**config.mk**
```make
export PLATFORM = sky130hd
export DESIGN_NAME = ex_mem_stage_buf
export DESIGN_NICKNAME = d
export VERILOG_FILES = /design/src/rtl/ex_mem_stage_buf.sv
export SDC_FILE = /design/constraint.sdc
export NUM_CORES = 1
export LEC_CHECK = 0
export BUFFER_PORTS_ARGS = -buffer_cell sky130_fd_sc_hd__buf_2
export CAP_MARGIN = 20
export CELL_PAD_IN_SITES_DETAIL_PLACEMENT = 0
export CELL_PAD_IN_SITES_GLOBAL_PLACEMENT = 1
export CORE_AREA = 2 2 95 97
export CTS_BUF_LIST = sky130_fd_sc_hd__clkbuf_16
export DETAILED_ROUTE_END_ITERATION = 8
export DIE_AREA = 0 0 97 99
export GPL_ROUTABILITY_DRIVEN = 0
export HOLD_SLACK_MARGIN = 0.06
export PLACE_DENSITY = 0.89
export SLEW_MARGIN = 20
export SYNTH_ARGS = -nofsm -noshare
export SYNTH_HDL_FRONTEND = slang
export SYNTH_SLANG_ARGS = --single-unit
export TNS_END_PERCENT = 50
```
**constraint.sdc**
```tcl
create_clock -name clk -period 6.5 [get_ports clk]
set_input_delay 0.975 -clock clk [delete_from_list [all_inputs] [get_ports clk]]
set_output_delay 0.975 -clock clk [all_outputs]
set_load 0.02 [all_outputs]
```
**src/rtl/ex_mem_stage_buf.sv**
```systemverilog
// ex_mem_stage_buf
//   EX->MEM pipeline stage with a valid/ready handshake and a two-slot skid buffer.
//   HEAD drives the MEM-facing outputs and SKID holds the second beat. Beats leave in
//   the same order they arrived. in_ready comes only from registered state and the
//   reset input, so MEM back-pressure never feeds combinationally into EX.
//
// Ports
//   clk        rising-edge clock
//   reset      synchronous active-high reset, takes priority over flush
//   flush      synchronous flush; drops every in-flight beat
//   in_valid   EX presents a beat            in_ready   stage can take a beat
//   in_ctrl    packed control vector         in_alu     ALU result
//   in_rdval   Rd / store value              in_rd      destination register index
//   out_valid  HEAD holds a beat             out_ready  MEM consumes HEAD this cycle
//   out_ctrl/out_alu/out_rdval/out_rd        HEAD fields (all zero when out_valid is 0)
//   occupancy  number of beats held (0..2)
module ex_mem_stage_buf #(
  parameter int DATA_W = 8,
  parameter int REG_AW = 3,
  parameter int CTRL_W = 16
) (
  input  logic              clk,
  input  logic              reset,
  input  logic              flush,
  input  logic              in_valid,
  output logic              in_ready,
  input  logic [CTRL_W-1:0] in_ctrl,
  input  logic [DATA_W-1:0] in_alu,
  input  logic [DATA_W-1:0] in_rdval,
  input  logic [REG_AW-1:0] in_rd,
  output logic              out_valid,
  input  logic              out_ready,
  output logic [CTRL_W-1:0] out_ctrl,
  output logic [DATA_W-1:0] out_alu,
  output logic [DATA_W-1:0] out_rdval,
  output logic [REG_AW-1:0] out_rd,
  output logic [1:0]        occupancy
);

  localparam int BEAT_W = CTRL_W + 2 * DATA_W + REG_AW;

  typedef enum logic [1:0] {
    ST_EMPTY = 2'd0,
    ST_HALF  = 2'd1,
    ST_FULL  = 2'd2
  } state_e;

  state_e            state_q;
  logic [BEAT_W-1:0] head_q;
  logic [BEAT_W-1:0] skid_q;
  logic              out_valid_q;
  logic [1:0]        occ_q;

  logic [BEAT_W-1:0] in_beat_s;
  logic              accept_s;
  logic              release_s;

  assign in_beat_s = {in_ctrl, in_alu, in_rdval, in_rd};

  // Ready is gated by reset so nothing is accepted while the stage is being cleared.
  assign in_ready  = ~reset & (state_q != ST_FULL);
  assign accept_s  = in_valid & in_ready;
  assign release_s = out_valid_q & out_ready;

  // HEAD is cleared whenever it empties, so the outputs are zero with no extra gating.
  assign {out_ctrl, out_alu, out_rdval, out_rd} = head_q;
  assign out_valid = out_valid_q;
  assign occupancy = occ_q;

  // Stage FSM: slot contents, state, and the registered valid/occupancy outputs.
  always_ff @(posedge clk) begin
    if (reset) begin
      state_q     <= ST_EMPTY;
      head_q      <= {BEAT_W{1'b0}};
      skid_q      <= {BEAT_W{1'b0}};
      out_valid_q <= 1'b0;
      occ_q       <= 2'd0;
    end else if (flush) begin
      // A beat accepted this cycle is dropped too; a release here still counts as taken.
      state_q     <= ST_EMPTY;
      head_q      <= {BEAT_W{1'b0}};
      skid_q      <= {BEAT_W{1'b0}};
      out_valid_q <= 1'b0;
      occ_q       <= 2'd0;
    end else begin
      case (state_q)
        ST_EMPTY: begin
          if (accept_s) begin
            head_q      <= in_beat_s;
            state_q     <= ST_HALF;
            out_valid_q <= 1'b1;
            occ_q       <= 2'd1;
          end else begin
            state_q <= ST_EMPTY;
          end
        end
        ST_HALF: begin
          if (accept_s && !release_s) begin
            skid_q  <= in_beat_s;
            state_q <= ST_FULL;
            occ_q   <= 2'd2;
          end else if (!accept_s && release_s) begin
            head_q      <= {BEAT_W{1'b0}};
            state_q     <= ST_EMPTY;
            out_valid_q <= 1'b0;
            occ_q       <= 2'd0;
          end else if (accept_s && release_s) begin
            // Pass-through: the new beat replaces the departing head, occupancy unchanged.
            head_q <= in_beat_s;
          end else begin
            state_q <= ST_HALF;
          end
        end
        ST_FULL: begin
          // in_ready is low here, so only a release can change anything.
          if (release_s) begin
            head_q  <= skid_q;
            skid_q  <= {BEAT_W{1'b0}};
            state_q <= ST_HALF;
            occ_q   <= 2'd1;
          end else begin
            state_q <= ST_FULL;
          end
        end
        default: begin
          state_q     <= ST_EMPTY;
          head_q      <= {BEAT_W{1'b0}};
          skid_q      <= {BEAT_W{1'b0}};
          out_valid_q <= 1'b0;
          occ_q       <= 2'd0;
        end
      endcase
    end
  end

endmodule
```
# ---- Yosys cells after proc, flatten, opt, wreduce, memory -nomap -nowiden
# Index checks and enable logic that the tools add are counted.
# W data, S select, Z words.
dict set report op_classes {
  n_addsub 0
  mul 0
  div_mod_pow 0
  order_cmp 0
  eq_ne 11
  n_shift 0
  mux 24
  bitwise 6
  reduce_logical 11
}
# cell n
set op_table {}
lappend op_table {{$mux W35} 7}
lappend op_table {{$pmux W35 S3} 2}
lappend op_table {{$mux W2} 8}
lappend op_table {{$ne A2 B2 Y1 const B} 6}
lappend op_table {{$pmux W2 S3} 2}
lappend op_table {{$reduce_and A4 Y1} 2}
lappend op_table {{$ne A3 B3 Y1 const B} 2}
lappend op_table {{$reduce_and A3 Y1} 2}
lappend op_table {{$mux W1} 4}
lappend op_table {{$ne A4 B4 Y1 const B} 1}
lappend op_table {{$and A1 B1 Y1} 3}
lappend op_table {{$logic_and A1 B1 Y1} 3}
lappend op_table {{$not A1 Y1} 3}
lappend op_table {{$pmux W1 S3} 1}
lappend op_table {{$eq A2 B1 Y1 const B} 1}
lappend op_table {{$eq A2 B2 Y1 const B} 1}
lappend op_table {{$logic_not A1 Y1} 2}
lappend op_table {{$logic_not A2 Y1} 1}
lappend op_table {{$reduce_or A2 Y1} 1}
dict set report word_totals {
  ff_bits 75
  latch_bits 0
  ramBits 0
  rom_bits 0
  inputBits 40
  out_inout_bits 39
  elab_cells 57
  mem_count 0
}

# ---- Depth between registers and ports, before layout
dict set report depth {
  ltp_word 8
  depth_mapped 13
  mapped_depth_nobuf 8
}

# ---- Worst setup path after synthesis
# Ideal clock, no wire load.
dict set report synth_timing {
  kind {input port to flip-flop}
  start {input reset}
  end {register head_q[15]}
  setup_time_ns 0.116
  arrival_ns 2.733
  t_required_ns 6.384
  setup_slack_ns 3.651
  stages 10
  n_path_buf 2
  path_cell_list {nand2b_1 > or2_2 > inv_1 > ha_1 > nand2b_1 > a21oi_2 > or3_1 > buf_2 > buf_6 > o211a_1}
}
dict set report synth_between {
  elab_chain_len 8
  elab_cells_between_ends 15
  classes_between {eq/ne: 3; mux: 3; bitwise: 3; reduce/logical: 6}
}
# element line_no
set synth_rtl {}
lappend synth_rtl {{start, declared} 23} ;# input logic reset,
lappend synth_rtl {{$not A1 Y1} 61} ;# assign in_ready = ~reset & (state_q != ST_FULL);
lappend synth_rtl {{$and A1 B1 Y1} 61}
lappend synth_rtl {{$and A1 B1 Y1} 62} ;# assign accept_s = in_valid & in_ready;
lappend synth_rtl {{$logic_not A1 Y1} 102} ;# end else if (!accept_s && release_s) begin
lappend synth_rtl {{$logic_and A1 B1 Y1} 102}
lappend synth_rtl {{$mux W35} 102}
lappend synth_rtl {{$mux W35} 98} ;# if (accept_s && !release_s) begin
lappend synth_rtl {{$pmux W35 S3} 86} ;# case (state_q)
lappend synth_rtl {{end signal, assigned} 89} ;# head_q <= in_beat_s;
lappend synth_rtl {{end signal, assigned} 103} ;# head_q <= {BEAT_W{1'b0}};
lappend synth_rtl {{end signal, assigned} 109} ;# head_q <= in_beat_s;
lappend synth_rtl {{end, declared} 49} ;# logic [BEAT_W-1:0] head_q;
# Several ways; a longest one is shown, not always the timed one. The select of a mux whose other input is x is not followed.
# A chain may end at the register's enable or synchronous reset.

# ---- Worst setup path in the final report
dict set report layout_timing {
  start {register state_q[1]}
  end {register head_q[22]}
}
dict set report layout_between {
  elab_chain_len 8
  elab_cells_between_ends 18
  classes_between {eq/ne: 7; mux: 3; bitwise: 2; reduce/logical: 6}
}
# element line_no
set layout_rtl {}
lappend layout_rtl {{start, declared} 48} ;# state_e state_q;
lappend layout_rtl {{start signal, assigned} 73} ;# state_q <= ST_EMPTY;
lappend layout_rtl {{start signal, assigned} 80} ;# state_q <= ST_EMPTY;
lappend layout_rtl {{start signal, assigned} 90} ;# state_q <= ST_HALF;
lappend layout_rtl {{$ne A2 B2 Y1} 61}
lappend layout_rtl {{$and A1 B1 Y1} 61}
lappend layout_rtl {{$and A1 B1 Y1} 62}
lappend layout_rtl {{$logic_not A1 Y1} 102}
lappend layout_rtl {{$logic_and A1 B1 Y1} 102}
lappend layout_rtl {{$mux W35} 102}
lappend layout_rtl {{$mux W35} 98}
lappend layout_rtl {{$pmux W35 S3} 86}
# Several ways; a longest one is shown, not always the timed one. The select of a mux whose other input is x is not followed.

==> summary.md <==
| Metric | Value |
|---|---|
| Remaining DRCs | 0 |
| Post-CTS Setup Bufs | 0 |
| Final worst slack | 2.19 ns |
| Period minus WS final | 4.31 ns |
| I/O Pins | 79 |
| Clock Skews | 0.00449 ns |
| Worst hold path type | reg2reg |
| Pre-CTS setup slack | 2.20 ns |
| H-tree depth | 3 |
| Crit path required time | 6.67 ns |
| First-pass GRT wire length | 14600 um |
| Setup CP Type | reg2reg |
| Vias per cell | 5.71 |
| Number of fill cells in the layout | 836 |
| DR vias | 3215 |
| Max FO, Critical Path | 36 |
| Post_cts resized | 0 |
| Final #Nets | 494 |
| Worst vdd ir | 0.156 mV |
| Maximum achievable frequency | 232 MHz |
| Detailed router's first-iteration violation count | 227 |
| Core ar. | 8550 sq um |
| Worst setup SP type | register |
| Worst-margin pin slew | 1.08 ns |
| Setup TNS | 0 ns |
| Synth Area in Compound Gates | 30.6% |
| Grt ovf | 0 |
| Chip height | 99 um |
| Period Utilization, post-route | 66.4% |
| Final WL | 9010 um |
| Pins Over Slew Limit | 0 |
| Count of buffers from port buffering | 78 |
| DRT Pass-1 Iters | 5 |
| Max-cap violations | 0 |
| Tot Pwr | 1.01 mW |
| XOR/XNOR Fraction of Synth Area | 0% |
| Mapped cell area | 3330 sq um |
| Final Hold Vio Count | 0 |
| CTS tree | yes |
| Yosys cell types | 32 |
| Clk buf depth | 2 |
| TritonCTS buffer count | 9 |
| Crit end category | register |
| Reg clk slew, reported paths | 0.06 ns |
| Routed wire per std cell | 16.0 um |
| Placed standard-cell area | 3710 sq um |
| Cells after Synth | 401 |
| CTS Root Cell | clkbuf_16 |
| Syn_nets | 445 |
| Yosys warnings | 0 |
| Clock Latency Late Sink | 0.33 ns |
| Synth Flop Type | dfxtp_1 |
| Detail Placement HPWL | 5640 um |
| Adder-cell share of the synthesized area | 1.50% |
| Die X | 97 um |
| Post-synthesis simple-gate area fraction | 16.3% |
| Hold depth | 2 |
| Largest family of logic cells by synthesized area | compound AO/OA/AOI/OAI gates |
| EDFF count, synth | 0 |
| Post-Layout Cell Count | 563 |
| Cts hold-fix bufs | 0 |
| R2R cell count | 8 |
| Ant diodes | 0 |
| DIE AREA | 9600 sq um |
| Register area share after synthesis | 45.0% |
| Post-route ant nets | 0 |
| Finished layout cell area | 3990 sq um |
| Site row count | 34 |
| Synthesized flop and latch total | 75 |
| Mux contribution to synthesized area | 0.338% |
| Post-synthesis async set-or-reset flop share | 0% |
| Initial antenna violation count | 0 |
| Crit path arrival time | 4.49 ns |
| Area growth from synthesis to layout | 19.6% |
| Endpoints failing setup | 0 |
| Layout cells sized above 1 | 23.5% |
| Largest net degree at the start of global routing | 73 |
| Power Dens Cells | 252 nW/um^2 |
| Avg Inst Size Synth | 8.31 sq um |
| Leak | 1.90 nW |
| Placed Instances | 547 |
| Initial core utilization | 39.0% |
| Outcome | complete, no violations |
| Vias in the first global route | 2972 |
| CTS Sinks | 75 |
| RSZ-0062 raised after global routing | false |
| Slew headroom | 27.7% |
| GRT Resource Usage Total | 18.5% |
## cell type report
class                           count  area, sq um  area share, %
Multi-Input combinational cell    280         1650           41.5
Tap cell                          108          135           3.39
Clock inverter                      7         45.0           1.13
Timing Repair Buffer               81          413           10.4
Clock buffer                        9          225           5.65
Inverter                            3         11.3          0.283
Sequential cell                    75         1500           37.7
## stage by stage
step | utilization [%] | hold WS [ns]
2_1_floorplan | - | 0.436
3_3_place_gp | 43.4 | 0.443
3_5_place_dp | 43.4 | 0.451
4_1_cts | 46.6 | 0.459
5_1_grt | 46.6 | 0.475
6_report | 46.6 | 0.456
## critical path: stages (launching register included)
cell and delay, ns:
dfxtp_1 0.83, nor2b_2 0.99, or2_2 0.28, inv_1 0.07, ha_1 0.22, nand2b_1 0.19, a21oi_4 0.72, or3_2 0.69
a21oi_1 0.17
## where the power goes
| group | switching [mW] | internal [mW] | leakage, nW |
|---|---|---|---|
| combinational | 0.0502 | 0.0307 | 1.16 |
| sequential | 0.00724 | 0.468 | 0.607 |
| clock | 0.193 | 0.257 | 0.131 |
| total | 0.250 | 0.756 | 1.90 |
## worst paths after layout
path                           start                       to  slack, ns
max          state_q[1]$_SDFFE_PP0P_  head_q[22]$_SDFFE_PP0P_       2.19
min          skid_q[27]$_SDFFE_PP0P_  skid_q[27]$_SDFFE_PP0P_       0.46
max reg2reg  state_q[1]$_SDFFE_PP0P_  head_q[22]$_SDFFE_PP0P_       2.19
min reg2reg  skid_q[27]$_SDFFE_PP0P_  skid_q[27]$_SDFFE_PP0P_       0.46
## cells in the mapped netlist (all sizes together), types with 3 or more instances
| master | n | area [sq um] |
|---|---|---|
| nand2 | 54 | 203 |
| o21ai | 62 | 310 |
| dfxtp | 75 | 1500 |
| a21oi | 19 | 98.9 |
| o211a | 23 | 230 |
| inv | 3 | 11.3 |
| ha | 4 | 50.1 |
| or2 | 3 | 18.8 |
| a31oi | 13 | 81.3 |
| buf | 17 | 95.1 |
| a22oi | 5 | 37.5 |
| nor2 | 18 | 67.6 |
| a32oi | 18 | 158 |
| o31ai | 13 | 97.6 |
| clkbuf | 26 | 101 |
| nand3 | 37 | 185 |
## cell families (layout without fill, tap and decap cells)
family	Yosys count	in the layout
buffers and inverters	46	100
and+or+nand+nor	121	121
AOI/OAI and AO/OA	154	154
muxes	1	1
DFF	75	75
adders and majority gates	4	4
## sequential cells by signal, summed over array words and instances (netlist names)
register and flops:
state_q 2, occupancy 2, skid_q 35, out_valid 1, head_q 35
## per-layer routing
metal | up-vias | track usage [%] | wire, um
met3 | 13 | 4.96 | 501
met1 | 1529 | 23.8 | 4080
li1 | 1563 | - | -
met5 | - | 0 | 0
met4 | 0 | 5.63 | 141
met2 | 110 | 30.4 | 4290
## cells in the final DEF (no fill, tap or decap), types with 2 or more instances in the layout
| cell type | netlist | layout |
|---|---|---|
| nand3_1 | 37 | 37 |
| clkbuf_16 | 0 | 9 |
| dfxtp_1 | 75 | 75 |
| o211a_1 | 23 | 23 |
| or2_2 | 2 | 3 |
| ha_1 | 4 | 4 |
| a21oi_1 | 18 | 18 |
| o31ai_1 | 13 | 13 |
| buf_2 | 13 | 78 |
| a32oi_1 | 18 | 18 |
| inv_1 | 2 | 3 |
| o21ai_1 | 4 | 3 |
| o21ai_0 | 58 | 58 |
| clkinvlp_4 | 0 | 2 |
| a22oi_1 | 5 | 5 |
| a31oi_1 | 13 | 13 |
| buf_4 | 0 | 3 |
| nor2_1 | 18 | 17 |
| nand2_1 | 54 | 54 |
| nand2b_1 | 2 | 2 |
No activity file was read; power rests on OpenSTA's default activity.
